===== src/rtl/m_ff_pipe.sv =====
// WIDTH x DEPTH register pipeline with per-stage valid bits and collapsing bubbles.
// Optional FLUSH input is enabled by defining M_FF_PIPE_FLUSH_EN.
module m_ff_pipe #(
  parameter int unsigned       WIDTH    = 8,
  parameter int unsigned       DEPTH    = 2,
  parameter bit                NEG_EDGE = 1'b0,
  parameter logic [WIDTH-1:0]  RST_VAL  = '0
) (
  input  logic                         CK,
  input  logic                         R,
  input  logic                         I_VALID,
  output logic                         I_READY,
  input  logic [WIDTH-1:0]             D,
  output logic                         O_VALID,
  input  logic                         O_READY,
`ifdef M_FF_PIPE_FLUSH_EN
  input  logic                         FLUSH,
`endif
  output logic [WIDTH-1:0]             Q,
  output logic [$clog2(DEPTH+1)-1:0]   OCC
);

  localparam int unsigned OW = $clog2(DEPTH + 1);

  logic [DEPTH-1:0] r_v;
  logic [DEPTH-1:0] w_v_nxt;
  logic [WIDTH-1:0] r_d     [DEPTH];
  logic [WIDTH-1:0] w_d_nxt [DEPTH];
  logic [WIDTH-1:0] w_dsrc  [DEPTH+1];
  logic [DEPTH:0]   w_vcat;
  logic [DEPTH:0]   w_rdy;
  logic [OW-1:0]    r_occ;
  logic [OW-1:0]    w_occ_nxt;
  logic             w_flush;
  logic             w_ovalid;
  logic             w_acc;
  logic             w_emit;

`ifdef M_FF_PIPE_FLUSH_EN
  assign w_flush = FLUSH;
`else
  assign w_flush = 1'b0;
`endif

  // A stage can load when it is empty or its successor can load this cycle.
  always_comb begin
    w_rdy        = '0;
    w_rdy[DEPTH] = O_READY;
    for (int unsigned i = 0; i < DEPTH; i++) begin
      w_rdy[DEPTH-1-i] = ~r_v[DEPTH-1-i] | w_rdy[DEPTH-i];
    end
  end

  assign w_vcat    = {r_v, I_VALID};
  assign w_ovalid  = r_v[DEPTH-1] & ~w_flush;
  assign I_READY   = w_rdy[0] & ~w_flush;
  assign w_acc     = I_VALID & I_READY;
  assign w_emit    = w_ovalid & O_READY;

  always_comb begin
    w_dsrc[0] = D;
    for (int unsigned k = 0; k < DEPTH; k++) begin
      w_dsrc[k+1] = r_d[k];
    end
  end

  always_comb begin
    w_v_nxt = r_v;
    w_d_nxt = r_d;
    if (w_flush) begin
      w_v_nxt = '0;
    end else begin
      for (int unsigned k = 0; k < DEPTH; k++) begin
        if (w_rdy[k]) begin
          w_v_nxt[k] = w_vcat[k];
          if (w_vcat[k]) begin
            w_d_nxt[k] = w_dsrc[k];
          end
        end
      end
    end
  end

  always_comb begin
    w_occ_nxt = r_occ;
    if (w_flush) begin
      w_occ_nxt = '0;
    end else if (w_acc && !w_emit) begin
      w_occ_nxt = r_occ + 1'b1;
    end else if (!w_acc && w_emit) begin
      w_occ_nxt = r_occ - 1'b1;
    end
  end

  generate
    if (NEG_EDGE) begin : g_neg
      always_ff @(negedge CK or posedge R) begin
        if (R) begin
          r_v   <= '0;
          r_occ <= '0;
          for (int unsigned k = 0; k < DEPTH; k++) begin
            r_d[k] <= RST_VAL;
          end
        end else begin
          r_v   <= w_v_nxt;
          r_occ <= w_occ_nxt;
          r_d   <= w_d_nxt;
        end
      end
    end else begin : g_pos
      always_ff @(posedge CK or posedge R) begin
        if (R) begin
          r_v   <= '0;
          r_occ <= '0;
          for (int unsigned k = 0; k < DEPTH; k++) begin
            r_d[k] <= RST_VAL;
          end
        end else begin
          r_v   <= w_v_nxt;
          r_occ <= w_occ_nxt;
          r_d   <= w_d_nxt;
        end
      end
    end
  endgenerate

  assign O_VALID = w_ovalid;
  assign Q       = r_d[DEPTH-1];
  assign OCC     = r_occ;

endmodule


===== config.mk =====
export PLATFORM = sky130hd
export DESIGN_NAME = m_ff_pipe
export DESIGN_NICKNAME = d
export VERILOG_FILES = /design/src/rtl/m_ff_pipe.sv
export SDC_FILE = /design/constraint.sdc
export NUM_CORES = 1
export LEC_CHECK = 0
export BUFFER_PORTS_ARGS = -buffer_cell sky130_fd_sc_hd__buf_2
export CAP_MARGIN = 20
export CORE_UTILIZATION = 40
export CTS_CLUSTER_SIZE = 40
export DETAILED_ROUTE_END_ITERATION = 10
export PLACE_DENSITY = 0.62
export SETUP_SLACK_MARGIN = 0.05
export SLEW_MARGIN = 10
export SYNTH_ARGS = -nofsm -noshare
export SYNTH_HDL_FRONTEND = slang
export SYNTH_SLANG_ARGS = --single-unit

===== constraint.sdc =====
create_clock -name CK -period 2.6 [get_ports CK]
set_input_delay 0.26 -clock CK [delete_from_list [all_inputs] [get_ports CK]]
set_output_delay 0.26 -clock CK [all_outputs]
set_load 0.02 [all_outputs]

=== After elaboration in Yosys (flattened, before gate mapping) ===
Cells that the tools add are included.

* $add $sub $neg: 2
* Mux-type cells: 2
* Bitwise logic cells: 6
* Reduce and logical (&&, ||, !) cells: 7

{| class="wikitable"
|+ Operator list
! kind !! count
|-
| $mux W2 || 2
|-
| $reduce_and A2 Y1 || 2
|-
| $add A2 B1 Y2 const B || 1
|-
| $and A1 B1 Y1 || 2
|-
| $logic_and A1 B1 Y1 || 2
|-
| $logic_not A1 Y1 || 2
|-
| $not A1 Y1 || 2
|-
| $or A1 B1 Y1 || 2
|-
| $reduce_bool A2 Y1 || 1
|-
| $sub A2 B1 Y2 const B || 1
|}

* Bits in registers: 20
* Input bits: 12
* Output and inout bits: 12
* Logic and storage cells: 22

=== Longest topological paths before layout ===
Gate-level depths: netlist of run 1.

* Depth in word-level cells: 8
* Gate-level depth with buffers: 7
* Mapped depth without buffers: 7

=== Worst setup path before layout of run 1 ===
OpenSTA, ideal clock, no wires.

* Path type: flip-flop to flip-flop
* From: register r_v[1]
* To: register r_occ[1], in the netlist OCC[1]
* Library setup time: 0.079 ns
* Data arrival time: 1.489 ns
* Required time: 2.521 ns
* Path slack: 1.032 ns
* Stages on the path, launching flop included: 8
* Buffers on the path: 0
* Clock period less this slack: 1.568 ns
* Cells stage by stage: dfrtp_1 nand3b_4 nand2_8 inv_1 ha_1 xor2_1 nor2_1 xor2_1

* Longest elaborated chain between the ends: 7
* Elaborated cells on any way between the ends: 11
* Those cells by class: 1 x mux; 5 x bitwise; 5 x reduce/logical

{| class="wikitable"
|+ Ends and longest elaborated chain
! what !! RTL line !! text
|-
| start: declaration || 25 || <nowiki>logic [DEPTH-1:0] r_v;</nowiki>
|-
| start signal: assignment || 119 || <nowiki>r_v <= w_v_nxt;</nowiki>
|-
| $not A1 Y1 (*) || 50 || <nowiki>w_rdy[DEPTH-1-i] = ~r_v[DEPTH-1-i] | w_rdy[DEPTH-i];</nowiki>
|-
| $or A1 B1 Y1 (*) (2 in series) || 50 ||
|-
| via I_READY || 12 || <nowiki>output logic I_READY,</nowiki>
|-
| $and A1 B1 Y1 (*) || 57 || <nowiki>assign w_acc = I_VALID & I_READY;</nowiki>
|-
| via w_acc || 36 || <nowiki>logic w_acc;</nowiki>
|-
| $logic_not A1 Y1 || 90 || <nowiki>end else if (!w_acc && w_emit) begin</nowiki>
|-
| $logic_and A1 B1 Y1 || 90 ||
|-
| $reduce_bool A2 Y1 (no line) || -- ||
|-
| end signal: assignment || 120 || <nowiki>r_occ <= w_occ_nxt;</nowiki>
|-
| end: declaration || 32 || <nowiki>logic [OW-1:0] r_occ;</nowiki>
|}

Mark *: on every way through the listed nets, which the timed path passes. The rest lies on a longest branch.
A chain may end at the register's enable or synchronous reset.

=== Final worst setup path of run 1 ===
* From: register r_v[1]
* To: register r_occ[1], in the netlist OCC[1]

* Longest elaborated chain between the ends: 7
* Elaborated cells on any way between the ends: 11
* Those cells by class: 1 x mux; 5 x bitwise; 5 x reduce/logical

{| class="wikitable"
|+ Ends and longest elaborated chain
! what !! RTL line
|-
| $not A1 Y1 (*) || 50
|-
| $or A1 B1 Y1 (*) (2 in series) || 50
|-
| $and A1 B1 Y1 (*) || 57
|-
| via w_acc || 36
|-
| $logic_not A1 Y1 || 90
|-
| $logic_and A1 B1 Y1 || 90
|-
| $reduce_bool A2 Y1 (no line) || --
|}

Marks and branches as above.

==> results of run 1 <==
==> layer usage <==
layer | up-vias | track usage | share of wire
met1 | 223 | 0.182 | 0.49
met5 | - | 0 | 0
met2 | 11 | 0.201 | 0.46
met3 | 2 | 0.0280 | 0.048
li1 | 228 | - | -
met4 | 0 | 0.0571 | 0.0046
==> power breakdown <==
group	switching, W	internal (W)
combinational	0.000131	0.000118
sequential	0.0000425	0.000381
clock	0.0000863	0.0000538
total	0.000260	0.000553
==> metrics by stage <==
step | setup slack, ps | area, sq um | power (W)
after CTS | 1130 | 1010 | 0.000830
final | 1150 | 1010 | 0.000813
after global placement | 1190 | 987 | 0.000676
after detailed placement | 1140 | 987 | 0.000684
after floorplan | 1030 | 898 | 0.000649
after global routing | 1010 | 1010 | 0.000874
==> how the worst min path moves through the flow <==
stage | to | cells past startpoint | slack [ps] | from
finish | Q[7]$_DFFE_PP0P_ | 2 | 90 | R
global route | r_v[0]$_DFFE_PP0P_ | 2 | 150 | R
detailed placement | Q[2]$_DFFE_PP0P_ | 2 | 440 | R
floorplan | OCC[0]$_DFFE_PP0P_ | 1 | 220 | R
global placement | Q[7]$_DFFE_PP0P_ | 2 | 430 | R
CTS | r_v[1]$_DFFE_PP0P_ | 2 | 110 | R
==> cells by family (layout without fill, tap and decap cells) <==
logic type	count (synthesis)	after routing	synth area share
xor gates and xnor gates	3	3	0.0293
DFF	20	20	0.557
and+or+nand+nor	8	8	0.0905
adders and majority gates	1	1	0.0139
muxes	16	16	0.234
buffers and inverters	10	28	0.0752
==> sequential cells by signal, summed over array words and instances, names as in the netlist <==
register  flops
OCC           2
r_v           2
r_d           8
Q             8
==> cell usage in the layout (no fill, tap or decap), types with 2 or more instances in the layout <==
master	count
mux2_2	7
buf_2	23
dfrtp_1	20
mux2_4	8
inv_1	2
xor2_1	2
clkbuf_4	3
==> critical path: stages, from the launching register on <==
cell and delay, ps:
dfrtp_1 460, nand3b_4 140, nand2_8 140, inv_1 50, ha_1 310, nor2_1 140
xor2_1 140
==> final cells by class <==
| type | instances | area, sq um | area share |
|---|---|---|---|
| flip-flops and latches | 20 | 500 | 0.496 |
| clock buffers | 3 | 22.5 | 0.0223 |
| well taps | 27 | 33.8 | 0.0335 |
| multi-input cells | 28 | 330 | 0.327 |
| inverters | 2 | 7.51 | 0.00743 |
| repair buffers | 23 | 115 | 0.114 |
==> results.cfg, run 1 <==
[route]
vias = 464
vias_per_cell = 4.50
detail_route.first_pass.iterations = 1
drt_iter0_markers = 0
routedWlPerCell_microns = 12.6
drc_errors = 0
antenna_left = 0
wirelength_mm = 1.30

[power]
irDropWorstVdd_mv = 0.416
power_density_nw_per_um2 = 805
p_leak_nw = 0.507

[clock_tree]
h-tree-depth = 1
clock-sinks = 20
clockRootBuffer = clkbuf_4
clk_pin_slew_worst_paths_ps = 100
clk_path_buf_depth = 2
numCtsBuffers = 3
cts_hold_buf = 0
cts_tree = done
clock_latency_ps = 290
post_cts_buffers = 0
cts_resized = 0

[final_layout]
diodes = 0
area_growth_syn_to_layout_pct = 12.4
fin_util = 0.494
n_fill_cell = 198
finalNonFillerCells = 103
drive_above_1_share = 0.592
final_nets = 91

[critical_path]
cp-start-kind = flop
worst_ep_arrival_time_ps = 1670
crit_fanout = 9
setup.worst_path.start = r_v[1]$_DFFE_PP0P_
path_class = reg -> reg
rrSetupSlack_ps = 1150
r2r_start = r_v[1]$_DFFE_PP0P_
critPathRequiredTime_ps = 2820
cp-end-kind = flop
reg2reg_depth = 6
worstReg2RegEnd = OCC[1]$_DFFE_PP0P_
cp-endpoint = OCC[1]$_DFFE_PP0P_

[floorplanning]
placementRows = 16
die_w_microns = 49.4
die_h_microns = 49.4
pin_count = 24
start_util = 0.440
core_area_sq_um = 2040
dieArea_sq_um = 2440

[yosys]
netlist_area_sq_um = 898
synth_top_area_share = 0.557
synth_cell_types = 17
ys_seq_area_frac = 0.557
synth_top_cell_by_area = dfrtp_1
async_reset_ff_frac = 1.00
netlist_instances = 58
ys_ff_latch = 20
synth_common_cells = dfrtp_1 (20), buf_4 (8), mux2_4 (8), mux2_2 (7)
synth_area_leaders = dfrtp_1 (56%), mux2_4 (13%), mux2_2 (8.8%), buf_4 (6.7%), nand2_8 (2.2%)
synth_ff_type = dfrtp_1
yosys_warnings = 0
synth_fp_nets = 71
syn_area_per_cell_sq_um = 15.5
yosysMostFrequentCell = dfrtp_1
synth-edff-count = 0

[global_route]
gr-total-overflow = 0
grt_use_total = 0.132
grt_pass1_vias = 519
grt_pass1_wl_mm = 2.36
antenna_found_initial = 0
grt_max_degree = 21

[place]
port_buffers = 23
place_congestion = 0.626
dp.cells = 100
hpwl_microns = 931

[timing]
fin_crit_sh = 0.558
final-hold-violation-count = 0
finalClockSkew_ps = 0.828
rsz0062_at_grt = no
fin_hold_ws_ps = 90.3
drv_slew = 0
setup_viol = 0
worstMarginPinSlew_ps = 769
timing.setup.tns_ps = 0
fmax_ghz = 0.689
finalCriticalPeriod_ps = 1450
relSlewSlack = 0.486

[run]
maxCapViolCount = 0

[run_status]
status = finished clean

[hold_path]
holdCritPathClass = in -> async
Note: power is estimated with default switching activity, not from simulation.
==> run 2, diff against run 1 <==
ABC_AREA = 1   (was not set)
PLACE_DENSITY = 0.65   (was 0.62)
clock period = 1.3 ns   (was 2.6 ns; I/O delays follow)
==> run 2 against run 1 <==
Global-route usage increased by 2.7 points. Combinational power increased to 2.6 times the previous value. Core utilization increased by 4.0 points. Setup slack got worse by 1000 ps. Clock power increased by 110%. Sequential power increased by 110%. Clock skew increased by 6.2 ps. Register-to-register slack got worse by 1000 ps. Count of clock-buffer cells in the layout increased by 1. Synthesized area increased by 2.4%. Sequential share of layout area decreased by 4.0 points. Largest cell class unchanged. Largest power group unchanged.
==> results.cfg, run 2 <==
[run_status]
status = finished clean

[yosys]
yosysMostFrequentCell = nand2_1
synth_cell_types = 13
synth_fp_nets = 114
synth_area_leaders = dfrtp_1 (54%), nand2_1 (16%), nand3_1 (9.3%), buf_4 (7.3%), inv_1 (2.9%)
synth-edff-count = 0
synth_top_cell_by_area = dfrtp_1
synth_top_area_share = 0.544
netlist_instances = 101
synth_ff_type = dfrtp_1
ys_ff_latch = 20
synth_common_cells = nand2_1 (39), dfrtp_1 (20), nand3_1 (17), buf_4 (9), inv_1 (7)
yosys_warnings = 0
ys_seq_area_frac = 0.544
syn_area_per_cell_sq_um = 9.11
async_reset_ff_frac = 1.00
netlist_area_sq_um = 920

[place]
place_congestion = 0.716
dp.cells = 144
dpl_cell_area_sq_um = 1020
port_buffers = 23
hpwl_mm = 1.20

[floorplanning]
dieArea_sq_um = 2500
placementRows = 16
core_area_sq_um = 2060
die_h_microns = 50.0
start_util = 0.446
pin_count = 24
die_w_microns = 50.0

[power]
power_density_nw_per_um2 = 1650
design_power_total_w = 0.00182
seq_power_share = 0.483
p_leak_nw = 0.615
p_comb_frac = 0.354
switchingPower_w = 0.000679
irDropWorstVdd_mv = 0.806
intPower_w = 0.00114
clkPwrFrac = 0.164
netSwitchingFraction = 0.372

[final_layout]
final_nets = 138
layout_commonest_cell = nand2_1
n_fill_cell = 201
postLayoutCellArea_sq_um = 1100
fin_util = 0.535
finalNonFillerCells = 151
drive_above_1_share = 0.347
final_cell_mix = nand2_1 (37), buf_2 (22), dfrtp_1 (19)
area_growth_syn_to_layout_pct = 19.9
diodes = 0

[route]
detail_route.first_pass.iterations = 4
routedWlPerCell_microns = 10.7
antenna_left = 0
drc_errors = 0
vias = 684
drt_iter0_markers = 15
vias_per_cell = 4.53
wirelength_mm = 1.62

[timing]
setup_viol = 0
drv_slew = 0
timing.setup.tns_ps = 0
finalCriticalPeriod_ps = 1180
fin_crit_sh = 0.909
worstMarginPinSlew_ps = 243
fmax_ghz = 0.846
finalClockSkew_ps = 7.03
final-hold-violation-count = 0
rsz0062_at_grt = no
relSlewSlack = 0.838

[global_route]
grt_pass1_wl_mm = 2.90
grt_use_total = 0.159
grt_pass1_vias = 682
gr-total-overflow = 0
grt_max_degree = 21
antenna_found_initial = 0

[critical_path]
worst_ep_arrival_time_ps = 1050
cp-start-kind = flop
crit_fanout = 3
critPathRequiredTime_ps = 1170
cp-end-kind = output pin
path_class = reg -> out

[clock_tree]
clk_path_buf_depth = 2
clk_pin_slew_worst_paths_ps = 110
cts_tree = done
clockRootBuffer = clkbuf_4
clock_latency_ps = 290
numCtsBuffers = 3
h-tree-depth = 1
clock-sinks = 20

[hold_path]
holdCritPathClass = in -> reg

[run]
maxCapViolCount = 0
## run 2: area by class of cell
| cell class | instances | area [sq um] | share of cell area |
|---|---|---|---|
| Multi-Input combinational cell | 63 | 328 | 0.297 |
| Clock buffer | 4 | 26.3 | 0.0238 |
| Inverter | 7 | 28.8 | 0.0261 |
| Sequential cell | 20 | 502 | 0.455 |
| Timing Repair Buffer | 30 | 184 | 0.167 |
| Tap cell | 27 | 33.8 | 0.0306 |
## run 2: cells by family (layout without fill, tap and decap cells)
kind of cell               after synthesis  in the layout  synth area share
xor gates and xnor gates                 1              1           0.00953
DFF                                     20             20             0.544
adders and majority gates                1              1            0.0136
and+or+nand+nor                         61             61             0.303
buffers and inverters                   18             41             0.129
## run 2: critical path, cell delays in order (launching register included)
cell and delay [ps]:
dfrtp_2 450, nand3_4 100, buf_6 110, buf_6 100
## run 2: metal layers
layer	vias to the layer above	global-route usage	part of all wire
met5	-	0	0
met4	0	0.0857	0.012
met3	2	0.0278	0.041
met2	18	0.248	0.46
met1	309	0.209	0.49
li1	355	-	-
## run 2: path summary, 6_finish.rpt
path | slack [ps] | startpoint | endpoint | cells past startpoint
max reg2reg | 120 | r_v[1]$_DFFE_PP0P_ | OCC[1]$_DFFE_PP0P_ | 8
min reg2reg | 480 | Q[0]$_DFFE_PP0P_ | Q[0]$_DFFE_PP0P_ | 2
max in group asynchronous | 690 | R | r_v[1]$_DFFE_PP0P_ | 4
min | 60 | D[4] | r_d[12]$_DFFE_PP0P_ | 3
max | 120 | r_v[1]$_DFFE_PP0P_ | I_READY | 3
min in group asynchronous | 400 | R | r_d[12]$_DFFE_PP0P_ | 4
## run 2: metrics by stage
step	setup WS, ps	hold WS (ps)
finish	118	60.7
global route	37.9	67.7
CTS	50.5	54.6
detailed placement	125	176
global placement	157	162
floorplan	58.3	93.8
## run 2: what timing repair did
item                                    in CTS  in global routing
endpoints found under the hold margin       20                  0
pin swaps                                    0                  2
endpoints found under the setup margin       1                  2
hold buffers                                 1                  0
buffers inserted                             1                  1
gates resized for setup                      2                  6
## run 2: power groups by stage
stage / sequential [W] / clock (W) / combinational, W
3_5_place_dp: 0.000895 / 0 / 0.000606
3_3_place_gp: 0.000880 / 0 / 0.000594
2_1_floorplan: 0.000915 / 0 / 0.000489
6_report: 0.000881 / 0.000298 / 0.000645
4_1_cts: 0.000878 / 0.000308 / 0.000626
5_1_grt: 0.000905 / 0.000336 / 0.000724
